**src/rtl/panel_frame_writer.sv**
```systemverilog
// Assembles a 64x64 RGB565 byte stream into pixel writes for a two-bank framebuffer.
// The upper 32 rows go to bank 1 and the lower 32 rows to bank 2; every RAM-facing output is registered.
module panel_frame_writer #(
  parameter bit MSB_FIRST = 1'b1
) (
  input  logic        i_clk,
  input  logic        i_rst_n,
  input  logic        i_sof,
  input  logic [7:0]  i_byte,
  input  logic        i_byte_valid,
  output logic        o_byte_ready,
  output logic [10:0] o_ram_addr,
  output logic [15:0] o_ram_b1_data,
  output logic [15:0] o_ram_b2_data,
  output logic        o_ram_b1_we,
  output logic        o_ram_b2_we,
  output logic        o_frame_done,
  output logic        o_sync_err
);

  typedef enum logic [1:0] {IDLE, BYTE0, BYTE1, WRITE} state_t;

  state_t      state_q, state_d;
  logic [11:0] pix_q, pix_d;
  logic [7:0]  first_q, first_d;
  logic [10:0] addr_d;
  logic [15:0] b1_data_d, b2_data_d, word;
  logic        b1_we_d, b2_we_d, done_d, err_d, xfer;

  // Handshake: a byte moves when i_byte_valid && o_byte_ready in the same cycle.
  // Ready is withheld only during the write cycle and while reset is asserted.
  assign o_byte_ready = i_rst_n && (state_q != WRITE);
  assign xfer         = i_byte_valid && o_byte_ready;
  assign word         = MSB_FIRST ? {first_q, i_byte} : {i_byte, first_q};

  always_comb begin
    state_d   = state_q;
    pix_d     = pix_q;
    first_d   = first_q;
    addr_d    = o_ram_addr;
    b1_data_d = o_ram_b1_data;
    b2_data_d = o_ram_b2_data;
    b1_we_d   = 1'b0;
    b2_we_d   = 1'b0;
    done_d    = 1'b0;
    err_d     = 1'b0;
    if (i_sof) begin
      // A new frame always wins; a frame already in progress is reported as truncated.
      pix_d = 12'd0;
      err_d = (state_q == BYTE1) || (state_q == WRITE) ||
              ((state_q == BYTE0) && (pix_q != 12'd0));
      if (xfer) begin
        first_d = i_byte;
        state_d = BYTE1;
      end else begin
        state_d = BYTE0;
      end
    end else begin
      case (state_q)
        IDLE: begin
          if (xfer) err_d = 1'b1;
        end
        BYTE0: begin
          if (xfer) begin
            first_d = i_byte;
            state_d = BYTE1;
          end
        end
        BYTE1: begin
          if (xfer) begin
            addr_d = pix_q[10:0];
            if (pix_q[11]) begin
              b2_we_d   = 1'b1;
              b2_data_d = word;
            end else begin
              b1_we_d   = 1'b1;
              b1_data_d = word;
            end
            state_d = WRITE;
          end
        end
        WRITE: begin
          if (pix_q == 12'd4095) begin
            done_d  = 1'b1;
            pix_d   = 12'd0;
            state_d = IDLE;
          end else begin
            pix_d   = pix_q + 12'd1;
            state_d = BYTE0;
          end
        end
        default: state_d = IDLE;
      endcase
    end
  end

  always_ff @(posedge i_clk) begin
    if (!i_rst_n) begin
      state_q       <= IDLE;
      pix_q         <= 12'd0;
      first_q       <= 8'd0;
      o_ram_addr    <= 11'd0;
      o_ram_b1_data <= 16'd0;
      o_ram_b2_data <= 16'd0;
      o_ram_b1_we   <= 1'b0;
      o_ram_b2_we   <= 1'b0;
      o_frame_done  <= 1'b0;
      o_sync_err    <= 1'b0;
    end else begin
      state_q       <= state_d;
      pix_q         <= pix_d;
      first_q       <= first_d;
      o_ram_addr    <= addr_d;
      o_ram_b1_data <= b1_data_d;
      o_ram_b2_data <= b2_data_d;
      o_ram_b1_we   <= b1_we_d;
      o_ram_b2_we   <= b2_we_d;
      o_frame_done  <= done_d;
      o_sync_err    <= err_d;
    end
  end

endmodule
```
**config.mk**
```make
export PLATFORM = sky130hd
export DESIGN_NAME = panel_frame_writer
export DESIGN_NICKNAME = d
export VERILOG_FILES = /design/src/rtl/panel_frame_writer.sv
export SDC_FILE = /design/constraint.sdc
export NUM_CORES = 1
export LEC_CHECK = 0
export CORE_ASPECT_RATIO = 1.5
export CORE_MARGIN = 3
export CORE_UTILIZATION = 51
export CTS_CLUSTER_SIZE = 20
export DETAILED_ROUTE_END_ITERATION = 7
export HOLD_SLACK_MARGIN = 0.06
export PLACE_DENSITY = 0.89
export SYNTH_ARGS = -nofsm -noshare
export SYNTH_HDL_FRONTEND = slang
export SYNTH_SLANG_ARGS = --single-unit
```
**constraint.sdc**
```tcl
create_clock -name i_clk -period 1.99 [get_ports i_clk]
set_input_delay 0.398 -clock i_clk [delete_from_list [all_inputs] [get_ports i_clk]]
set_output_delay 0.398 -clock i_clk [all_outputs]
set_load 0.02 [all_outputs]
```
=== Yosys cells after proc, flatten, opt, wreduce, memory -nomap -nowiden ===
Cells that the tools add are included.

* Output and inout port bits: 48
* Bits in registers: 69
* Input port bits: 12

* Muxes and demuxes: 16
* Add/sub/neg operators: 1
* Bitwise logic cells: 6
* Reductions and logical operators: 16
* Equal/unequal tests: 7

{| class="wikitable"
|+ Operator list
! cell !! number
|-
| two-way mux 8 bit || 3
|-
| adder 12 x 1 -> 12 bit, second input constant || 1
|-
| == test 12 bit, second input constant || 1
|-
| two-way mux 12 bit || 1
|-
| nonzero test 12 bit || 1
|-
| two-way mux 2 bit || 4
|-
| AND reduction 4 bit || 2
|-
| two-way mux 1 bit || 7
|-
| inequality test 3 bit, second input constant || 2
|-
| NOT 1 bit || 6
|-
| case mux 2 bit (3 select lines) || 1
|-
| AND reduction 3 bit || 2
|-
| == test 2 bit, second input constant || 2
|-
| nonzero test 4 bit || 1
|-
| OR reduction 4 bit || 1
|-
| logical AND 1 bit || 3
|-
| OR reduction 3 bit || 1
|-
| == test 2 x 1 -> 1 bit, second input constant || 1
|-
| logical NOT 2 bit || 1
|-
| logical OR 1 bit || 2
|-
| inequality test 2 bit, second input constant || 1
|-
| nonzero test 2 bit || 1
|-
| OR reduction 2 bit || 1
|}

=== Logic depth before layout (Yosys ltp) ===
Gate-level depths: netlist (run 1).

* Depth in word-level cells: 6
* Depth in mapped cells: 6
* Mapped depth without buffers: 5

=== Worst setup path after synthesis (run 1) ===
Ideal clock, no wire load.

* Path type: input port to output port
* Start: input i_rst_n
* End: output o_byte_ready
* Stages: 3
* Data required time: 1.592 ns
* Slack: 0.483 ns
* Buffers on the path: 2
* Arrival time: 1.109 ns
* Cell sequence: clkbuf_1 clkbuf_1 and2_1

* Cells in the longest elaborated chain, start to end: 1

{| class="wikitable"
|+ RTL lines
! element !! line !! source
|-
| start: declaration || 7 || <nowiki>input logic i_rst_n,</nowiki>
|-
| logical AND 1 bit || 32 || <nowiki>assign o_byte_ready = i_rst_n && (state_q != WRITE);</nowiki>
|-
| end: declaration || 11 || <nowiki>output logic o_byte_ready,</nowiki>
|}

Every way passes these cells.

=== Worst setup path after layout (run 1) ===
* Start: register o_ram_addr[9]
* End: output o_ram_addr[9]

{| class="wikitable"
|+ RTL lines
! element !! line !! source
|-
| start: declaration || 12 || <nowiki>output logic [10:0] o_ram_addr,</nowiki>
|-
| start signal: assignment || 113 || <nowiki>o_ram_addr <= addr_d;</nowiki>
|}

No word-level cell between the ends.

==> run metrics, run 1 <==
launch point of the worst path o_ram_addr[9]; run status complete, no violations; Worst-path clk slew 80 ps; type of destination of the critical path primary output; max_slew headroom 69.9%; Layout Nets 373; setup slack, reg-to-reg 350 ps; ANT cells 0; design area 3780 µm²; Pleak 0.00123 µW; r2r startpoint pix_q[0]; Die Width 67.5 µm; CP Max Fanout 2; Clock Skews 5.44 ps; Routed Antenna Nets 0; Async SR Flop Fraction 0%; Num CTS Buffers 9; critical path type register to primary output; ranking of synthesized cells by area dfxtp_1 (48%), mux2i_1 (12%), nor2b_1 (7.6%), nand3_1 (3.6%), nand2_1 (3.1%); Vias/cell 5.33; number of core rows 33; Area Growth Syn to Fin 30.5%; non-filler cells, final 433; Most used DFF post-synth dfxtp_1; cell accounting for the most synthesized area dfxtp_1; post-CTS setup buffers 0; minimum clock period 1730 ps; hold crit path type register to register; Hold-fix buffers, CTS 0; Iteration-0 DRC Markers 130; Pre-antenna DRT Iters 4; RePlAce Congestion 0.857; drt drc 0; Clock Sinks 69; Hold Path Origin o_ram_b2_data[8]; crit start category register; most common cell after layout, fill and taps aside dfxtp_1; Final period util 87.0%; Max-Cap Viols 0; power per cell area 691 nW/µm²; antenna violations before repair 0; Core Area 5490 µm²; Die Span Y 98.3 µm; Yosys warnings 0; Synth Register Bits 69; CP max stage cell clkdlybuf4s50_1; Avg WL per Cell 14.9 µm; All-Layer GR Usage 21.7%; Fin. Hold Viols 0; Clock Tree Buf Depth 2; H-tree depth reported by CTS 3; Worst VDD drop 0.458 mV; via count 2309; sequential area share after synthesis 47.7%; Placed Cells incl. Taps 418; CP arrival 1330 ps; total wire length 6440 µm; syn nets 309; mean area per synthesized cell 9.81 µm²; Slew Viols, Final 0; Fin Hold WS 465 ps; first-pass GRT wire length 11000 µm; Placed Area 3610 µm²; commonest non-fill, non-tap cells in the layout dfxtp_1 (69), clkdlybuf4s50_1 (58), mux2i_1 (35), nor2b_1 (35), nand2_1 (24); vias in the first global route 2356; pin count of the biggest net entering global routing 34; clk root buf clkbuf_8; initial core utilization 52.7%; Final HPWL DP 4550 µm; IO Pins 60; Worst-Margin Slew 447 ps; f_max 577 MHz; post-synthesis cell count 295; unrepaired setup endpoints after global routing no; Port-buffer cells 59; Worst-Skew Late Latency 350 ps; TNS Setup 0 ps; Req. time, crit path 1590 ps; share of layout cells above drive strength 1 11.0%; WP buf/inv 1; Gates resized, CTS repair 1; die area 6640 µm²; Post-synth EDFFs 0; crit-path cells clkdlybuf4s50_1; CTS tree yes; crit-path leading delay family buffers and inverters; Netlist cell types 40; Yosys top cell area share 47.7%; Mapped Area 2900 µm²; Setup Viol. Count Final 0; Crit path largest cell delay 630 ps; gr ovfl total 0
## logic make-up after synthesis
logic type                 after synthesis  share of synthesized area [%]
AOI/OAI and AO/OA                       30                           7.56
xor gates and xnor gates                 9                           2.72
adders and majority gates                2                          0.864
buffers and inverters                   27                           5.14
DFF                                     69                           47.7
muxes                                   36                           12.5
and+or+nand+nor                        122                           23.5
## registers in the layout (all words and copies together) (netlist names), 2 cells and up
register       count
o_ram_b1_data     16
o_ram_b2_data     16
pix_q             12
o_ram_addr        11
first_q            8
state_q            2
## worst paths after layout
path / to / cells past startpoint
worst max-delay path: o_ram_addr[9] / 1
worst min register to register: o_ram_b2_data[8] / 2
worst min-delay path: o_ram_b2_data[8] / 2
worst max register to register: pix_q[11] / 5
## cell usage after synthesis, types with 2 or more instances
library cell   n
a21boi_0       6
nand3_1       21
xor2_1         5
nand4_1        6
buf_6          3
nand2b_1       2
dfxtp_1       69
nand2_1       24
clkbuf_1      12
buf_2          5
mux2i_1       35
ha_1           2
nor2_1        11
nor3_1         5
nor2b_1       35
a21boi_1      10
nor4b_1        2
nor4_1         4
o21ai_0        2
buf_4          2
and2_1         2
xnor2_1        4
a21oi_1        5
and4_1         4
inv_1          4
## through the flow
stage / power, µW / setup WS, ps / utilization [%]
after global routing: 2710 / 215 / 68.8
after CTS: 2630 / 249 / 68.8
after floorplan: 1540 / 483 / -
after detailed placement: 1620 / -46.2 / 65.7
final: 2610 / 258 / 68.8
after global placement: 1620 / 3.55 / 65.7
## metal layers
metal	GRT usage, %	routed length [µm]
met5	0	0
met4	13.0	174
met3	5.06	286
met2	35.6	3410
met1	24.7	2570
## power breakdown
part / total [µW] / switching (µW) / internal [µW]
clock: 1020 / 539 / 481
combinational: 186 / 91.5 / 94.4
sequential: 1400 / 10.0 / 1390
## cell type report
class / instances / area, µm²
Multi-Input combinational cell: 199 / 1380
Tap cell: 70 / 87.6
Timing Repair Buffer: 76 / 742
Fill cell: 438 / 1710
Inverter: 4 / 15.0
Clock buffer: 10 / 138
Sequential cell: 69 / 1380
Clock inverter: 5 / 36.3
(Power assumes the default switching activity.)
==> inputs of run 2 (changes only) <==
--- a/config.mk
+++ b/config.mk
@@ -5,9 +5,10 @@
 export SDC_FILE = /design/constraint.sdc
 export NUM_CORES = 1
 export LEC_CHECK = 0
-export CORE_ASPECT_RATIO = 1.5
+export CORE_ASPECT_RATIO = 0.8
 export CORE_MARGIN = 3
 export CORE_UTILIZATION = 51
+export CTS_CLUSTER_DIAMETER = 150
 export CTS_CLUSTER_SIZE = 20
 export DETAILED_ROUTE_END_ITERATION = 7
 export HOLD_SLACK_MARGIN = 0.06
==> run 2 against run 1 <==
Clock-buffer cell count increased by 1. Critical path depth increased by 2. First-iteration DRC count decreased by 1.5%. Worst setup slack got worse by 90 ps. Sequential share of layout area decreased by 0.42 points. Critical path type is now input pin to primary output. Via count about the same. Largest cell class unchanged. Flip-flop and latch count unchanged. Die area decreased by 0.20%. Cell area increased by 1.2%. Worst hold slack got worse by 11 ps. Critical endpoint is now o_byte_ready. Final cell count increased by 0.69%.
==> run metrics, run 2 (synthesis gave the netlist of run 1 again) <==
run status complete, no violations; Worst-Margin Slew 456 ps (+8.81 ps); Setup Viol. Count Final 0 (unchanged); drt drc 0 (unchanged); Clock Skews 5.14 ps (-0.294 ps); Port-buffer cells 59 (unchanged); f_max 549 MHz (-5.0%); share of layout cells above drive strength 1 10.2% (-0.77 points); Max-Cap Viols 0 (unchanged); Fin Hold WS 455 ps (-10.7 ps); Fin. Hold Viols 0 (unchanged); minimum clock period 1820 ps (+90.5 ps); ANT cells 0 (unchanged); pin count of the biggest net entering global routing 47 (+38%); Clock Sinks 69 (unchanged); number of core rows 23 (-30%); All-Layer GR Usage 21.0% (-0.68 points); Die Span Y 73.4 µm (-25%); Vias/cell 5.30 (-0.60%); Final period util 91.6% (+4.5 points); Pleak 0.00124 µW (+1.3%); Layout Nets 371 (-0.54%); Die Width 90.2 µm (+34%); Worst VDD drop 0.760 mV (+66%); max_slew headroom 69.5% (-0.35 points); total wire length 6460 µm (+0.19%); Final HPWL DP 4380 µm (-3.8%); top flop regs o_ram_b1_data: 16 flops, o_ram_b2_data: 16 flops, pix_q: 12 flops; Routed Antenna Nets 0 (unchanged); CP Max Fanout 3 (+1); RePlAce Congestion 0.909 (+6.1%); Worst-path clk slew 70 ps (about the same); non-filler cells, final 436 (+0.69%); type of destination of the critical path primary output; Worst-Skew Late Latency 350 ps (about the same); crit start category input pin; most common cell after layout, fill and taps aside dfxtp_1; Iteration-0 DRC Markers 128 (-1.5%); commonest non-fill, non-tap cells in the layout dfxtp_1 (69), clkdlybuf4s50_1 (58), mux2i_1 (35), nor2b_1 (35), nand2_1 (24); Placed Cells incl. Taps 421 (+0.72%); Area Growth Syn to Fin 32.0%; CP arrival 1420 ps (+90 ps); Num CTS Buffers 9 (unchanged); dpl ws -151 ps (-105 ps); initial core utilization 55.3% (+2.6 points); Slew Viols, Final 0 (unchanged); gr ovfl total 0 (unchanged); power per cell area 744 nW/µm² (+7.7%); via count 2311 (+0.087%); H-tree depth reported by CTS 3 (unchanged); die area 6620 µm² (-0.20%); design area 3820 µm² (+1.2%); Core Area 5240 µm² (-4.6%); Placed Area 3610 µm² (+0.10%); Req. time, crit path 1590 ps (about the same); first-pass GRT wire length 10900 µm (-0.37%); Final WS setup 168 ps (-90.5 ps); clk root buf clkbuf_8; unrepaired setup endpoints after global routing no; CTS tree yes; IO Pins 60 (unchanged); critical path type input pin to primary output; vias in the first global route 2332 (-1.0%); power consumption 2840 µW (+8.9%); antenna violations before repair 0 (unchanged); hold crit path type register to register; Hold-fix buffers, CTS 0 (unchanged); Avg WL per Cell 14.8 µm (-0.50%); Clock Tree Buf Depth 2 (unchanged); Pre-antenna DRT Iters 4 (unchanged)
run 2: changes by cell type in the layout (fill, tap and decap cells not counted):
cell        change
buf_4           -3
bufinv_16       +2
clkinvlp_4      -2
buf_12          +1
clkbuf_1        +1
inv_6           -1
run 2: what timing repair did:
action                     in CTS  in global routing
setup endpoints to repair       1                  0
buffers inserted                0                  0
gates resized for setup         1                  0
run 2: cell type report:
cell class,instances,area (µm²)
clock inverter,4,72.6
sequential,69,1380
clock buffer,11,141
tap,75,93.8
inverter,4,15.0
multi-input combinational,199,1380
fill,386,1420
timing repair buffer,74,739
run 2: metrics by stage:
step                utilization, %  setup TNS [ps]
finish                        73.0               0
global route                  73.0               0
CTS                           73.0               0
detailed placement            68.9           -3740
global placement              68.9           -1970
floorplan                        -               0
run 2: report_power, final:
group,internal (µW),switching (µW)
logic,95.1,92.3
clock network,731,519
registers,1400,10.1
total,2220,621
run 2: critical path, cell delays in order:
cell	delay [ps]
clkdlybuf4s50_1	540
and2_1	150
dlygate4sd2_1	330
run 2: routing by layer:
layer	up-vias	share of wire (%)	GRT usage [%]
met4	0	1.4	8.32
met5	-	0	0
met1	1088	45	25.4
met2	81	47	33.6
met3	11	6.9	9.01
li1	1131	-	-
run 2: final timing paths:
| check | from | end | slack, ps | depth (start not counted) |
|---|---|---|---|---|
| worst min register to register | o_ram_b2_data[13] | o_ram_b2_data[13] | 450 | 2 |
| worst max register to register | pix_q[11] | o_ram_b2_data[0] | 290 | 4 |
| worst min-delay path | o_ram_b2_data[13] | o_ram_b2_data[13] | 450 | 2 |
| worst max-delay path | i_rst_n | o_byte_ready | 170 | 3 |
==> inputs of run 3 (changes only) <==
--- a/config.mk
+++ b/config.mk
@@ -6,7 +6,6 @@
 export NUM_CORES = 1
 export LEC_CHECK = 0
 export CORE_ASPECT_RATIO = 0.8
-export CORE_MARGIN = 3
 export CORE_UTILIZATION = 51
 export CTS_CLUSTER_DIAMETER = 150
 export CTS_CLUSTER_SIZE = 20
==> run 3 against run 2 <==
First-iteration DRC count increased by 63%. Clock-buffer cell count decreased by 1. Routed wire length decreased by 0.36%. Cell area increased by 0.36%. Worst setup slack improved by 54 ps. Clock power increased by 5%. Sequential power about the same. Power increased by 2.0%. Combinational power about the same. Via count increased by 0.95%. Flip-flop and latch count unchanged. Final cell count increased by 0.69%. Critical path type unchanged. Critical endpoint unchanged.
==> run metrics, run 3 (synthesis gave the netlist of run 1 again) <==
run status complete, no violations; total wire length 6430 µm (-0.36%); antenna violations before repair 0 (unchanged); CTS tree yes; Area Growth Syn to Fin 32.5%; gr ovfl total 0 (unchanged); crit-path cells clkdlybuf4s50_1, and2_1, dlygate4sd2_1; dpl ws -77.7 ps (+73.1 ps); RePlAce Congestion 0.885 (-2.6%); H-tree depth reported by CTS 3 (unchanged); Seq pwr share 48.5% (-0.9 points); Avg WL per Cell 14.7 µm (-1.0%); unrepaired setup endpoints after global routing no; share of layout cells above drive strength 1 10.5% (+0.28 points); Num CTS Buffers 9 (unchanged); post-CTS setup buffers 0 (unchanged); die area 5980 µm² (-9.6%); CP max stage cell clkdlybuf4s50_1; crit-path leading delay family buffers and inverters; minimum clock period 1770 ps (-53.6 ps); Fin Hold WS 468 ps (+14.0 ps); type of destination of the critical path primary output; Psw 661 µW (+6.3%); Placed Cells incl. Taps 423 (+0.48%); f_max 565 MHz (+3.0%); CP arrival 1370 ps (-50 ps); via count 2333 (+0.95%); Worst-Margin Slew 442 ps (-14.4 ps); Clock Sinks 69 (unchanged); power consumption 2900 µW (+2.0%); busiest grt layer met2; critical path type input pin to primary output; Die Width 86.2 µm (-4.4%); ANT cells 0 (unchanged); routing usage on met2 35.0% (+1.4 points); Crit path largest cell delay 500 ps (-40 ps); Req. time, crit path 1590 ps (about the same); met1 Track Usage GR 31.7% (+6.4 points); Final period util 88.9% (-2.7 points); max_slew headroom 70.3% (+0.73 points); Iteration-0 DRC Markers 208 (+63%); Die Span Y 69.4 µm (-5.5%); Routed Antenna Nets 0 (unchanged); non-filler cells, final 439 (+0.69%); power per cell area 756 nW/µm² (+1.6%); top flop regs o_ram_b1_data: 16 flops, o_ram_b2_data: 16 flops, pix_q: 12 flops; Clock Tree Buf Depth 2 (unchanged); hold crit path type register to register; first-pass GRT wire length 10700 µm (-2.6%); commonest non-fill, non-tap cells in the layout dfxtp_1 (69), clkdlybuf4s50_1 (58), mux2i_1 (35), nor2b_1 (35), nand2_1 (24); Clock Skews 5.59 ps (+0.451 ps); met3 global-route usage 7.38% (-1.6 points); most common cell after layout, fill and taps aside dfxtp_1; Max-Cap Viols 0 (unchanged); crit start category input pin; pin count of the biggest net entering global routing 45 (-4.3%); initial core utilization 53.0% (-2.3 points); Setup Viol. Count Final 0 (unchanged); WP buf/inv 2 (unchanged); Worst-path clk slew 70 ps (about the same); drt drc 0 (unchanged); switch share 22.8% (+0.92 points); Port-buffer cells 59 (unchanged); Vias/cell 5.31 (+0.26%); Final WS setup 221 ps (+53.6 ps); CP Max Fanout 3 (unchanged); Gate power share 6.5% (about the same); Worst VDD drop 0.561 mV (-26%); Layout Nets 370 (-0.27%); Fin. Hold Viols 0 (unchanged); All-Layer GR Usage 23.1% (+2.1 points); IO Pins 60 (unchanged); Int Pwr 2240 µW (+0.78%); Final Core Density 70.2% (-2.8 points); Pre-antenna DRT Iters 7 (+3); Clock power frac 45.1% (+1.1 points); Worst-Skew Late Latency 350 ps (about the same); number of core rows 24 (+4.3%); Core Area 5470 µm² (+4.3%); vias in the first global route 2166 (-7.1%); Slew Viols, Final 0 (unchanged); clk root buf clkbuf_8; Final HPWL DP 4240 µm (-3.2%); Pleak 0.00125 µW (+0.29%)
## run 3: repair_timing
| action | in CTS | in global routing |
|---|---|---|
| hold buffers | 0 | 0 |
| setup endpoints to repair | 1 | 0 |
| gates resized for setup | 1 | 0 |
## run 3: worst register-to-register path: stages, from the launching register on
cell	delay, ps
dfxtp_1	430
ha_1	240
nand2_1	70
nor4_1	430
a31o_2	270
nor2_1	60
## run 3: layout make-up
class	instances	area (µm²)
inverters	4	15.0
multi-input cells	199	1380
flip-flops and latches	69	1380
clock buffers	10	138
fillers	423	1630
clock inverters	6	93.8
well taps	78	97.6
repair buffers	73	732
## run 3: routing by layer
metal | wire length [µm] | part of all wire [%]
met1 | 3100 | 48
met2 | 2920 | 45
met3 | 338 | 5.3
met4 | 70 | 1.1
met5 | 0 | 0
## run 3: final timing paths
path                            slack, ps        startpoint  cells past startpoint               end
worst max register to register        400          pix_q[0]                      5         pix_q[11]
worst min register to register        470  o_ram_b2_data[6]                      2  o_ram_b2_data[6]
worst max-delay path                  220           i_rst_n                      3      o_byte_ready
worst min-delay path                  470  o_ram_b2_data[6]                      2  o_ram_b2_data[6]
## run 3: per-stage QoR
| stage | setup TNS (ps) | instance area (µm²) |
|---|---|---|
| final | 0 | 3840 |
| after global routing | 0 | 3840 |
| after CTS | 0 | 3840 |
| after detailed placement | -918 | 3610 |
| after global placement | -237 | 3610 |
| after floorplan | 0 | 2900 |
## run 3: power by group through the flow
stage	Clock (µW)	Sequential (µW)	Combinational, µW
after floorplan	0	1440	101
after global placement	0	1440	183
after detailed placement	0	1440	187
after CTS	1330	1400	188
after global routing	1390	1410	200
final	1310	1400	188
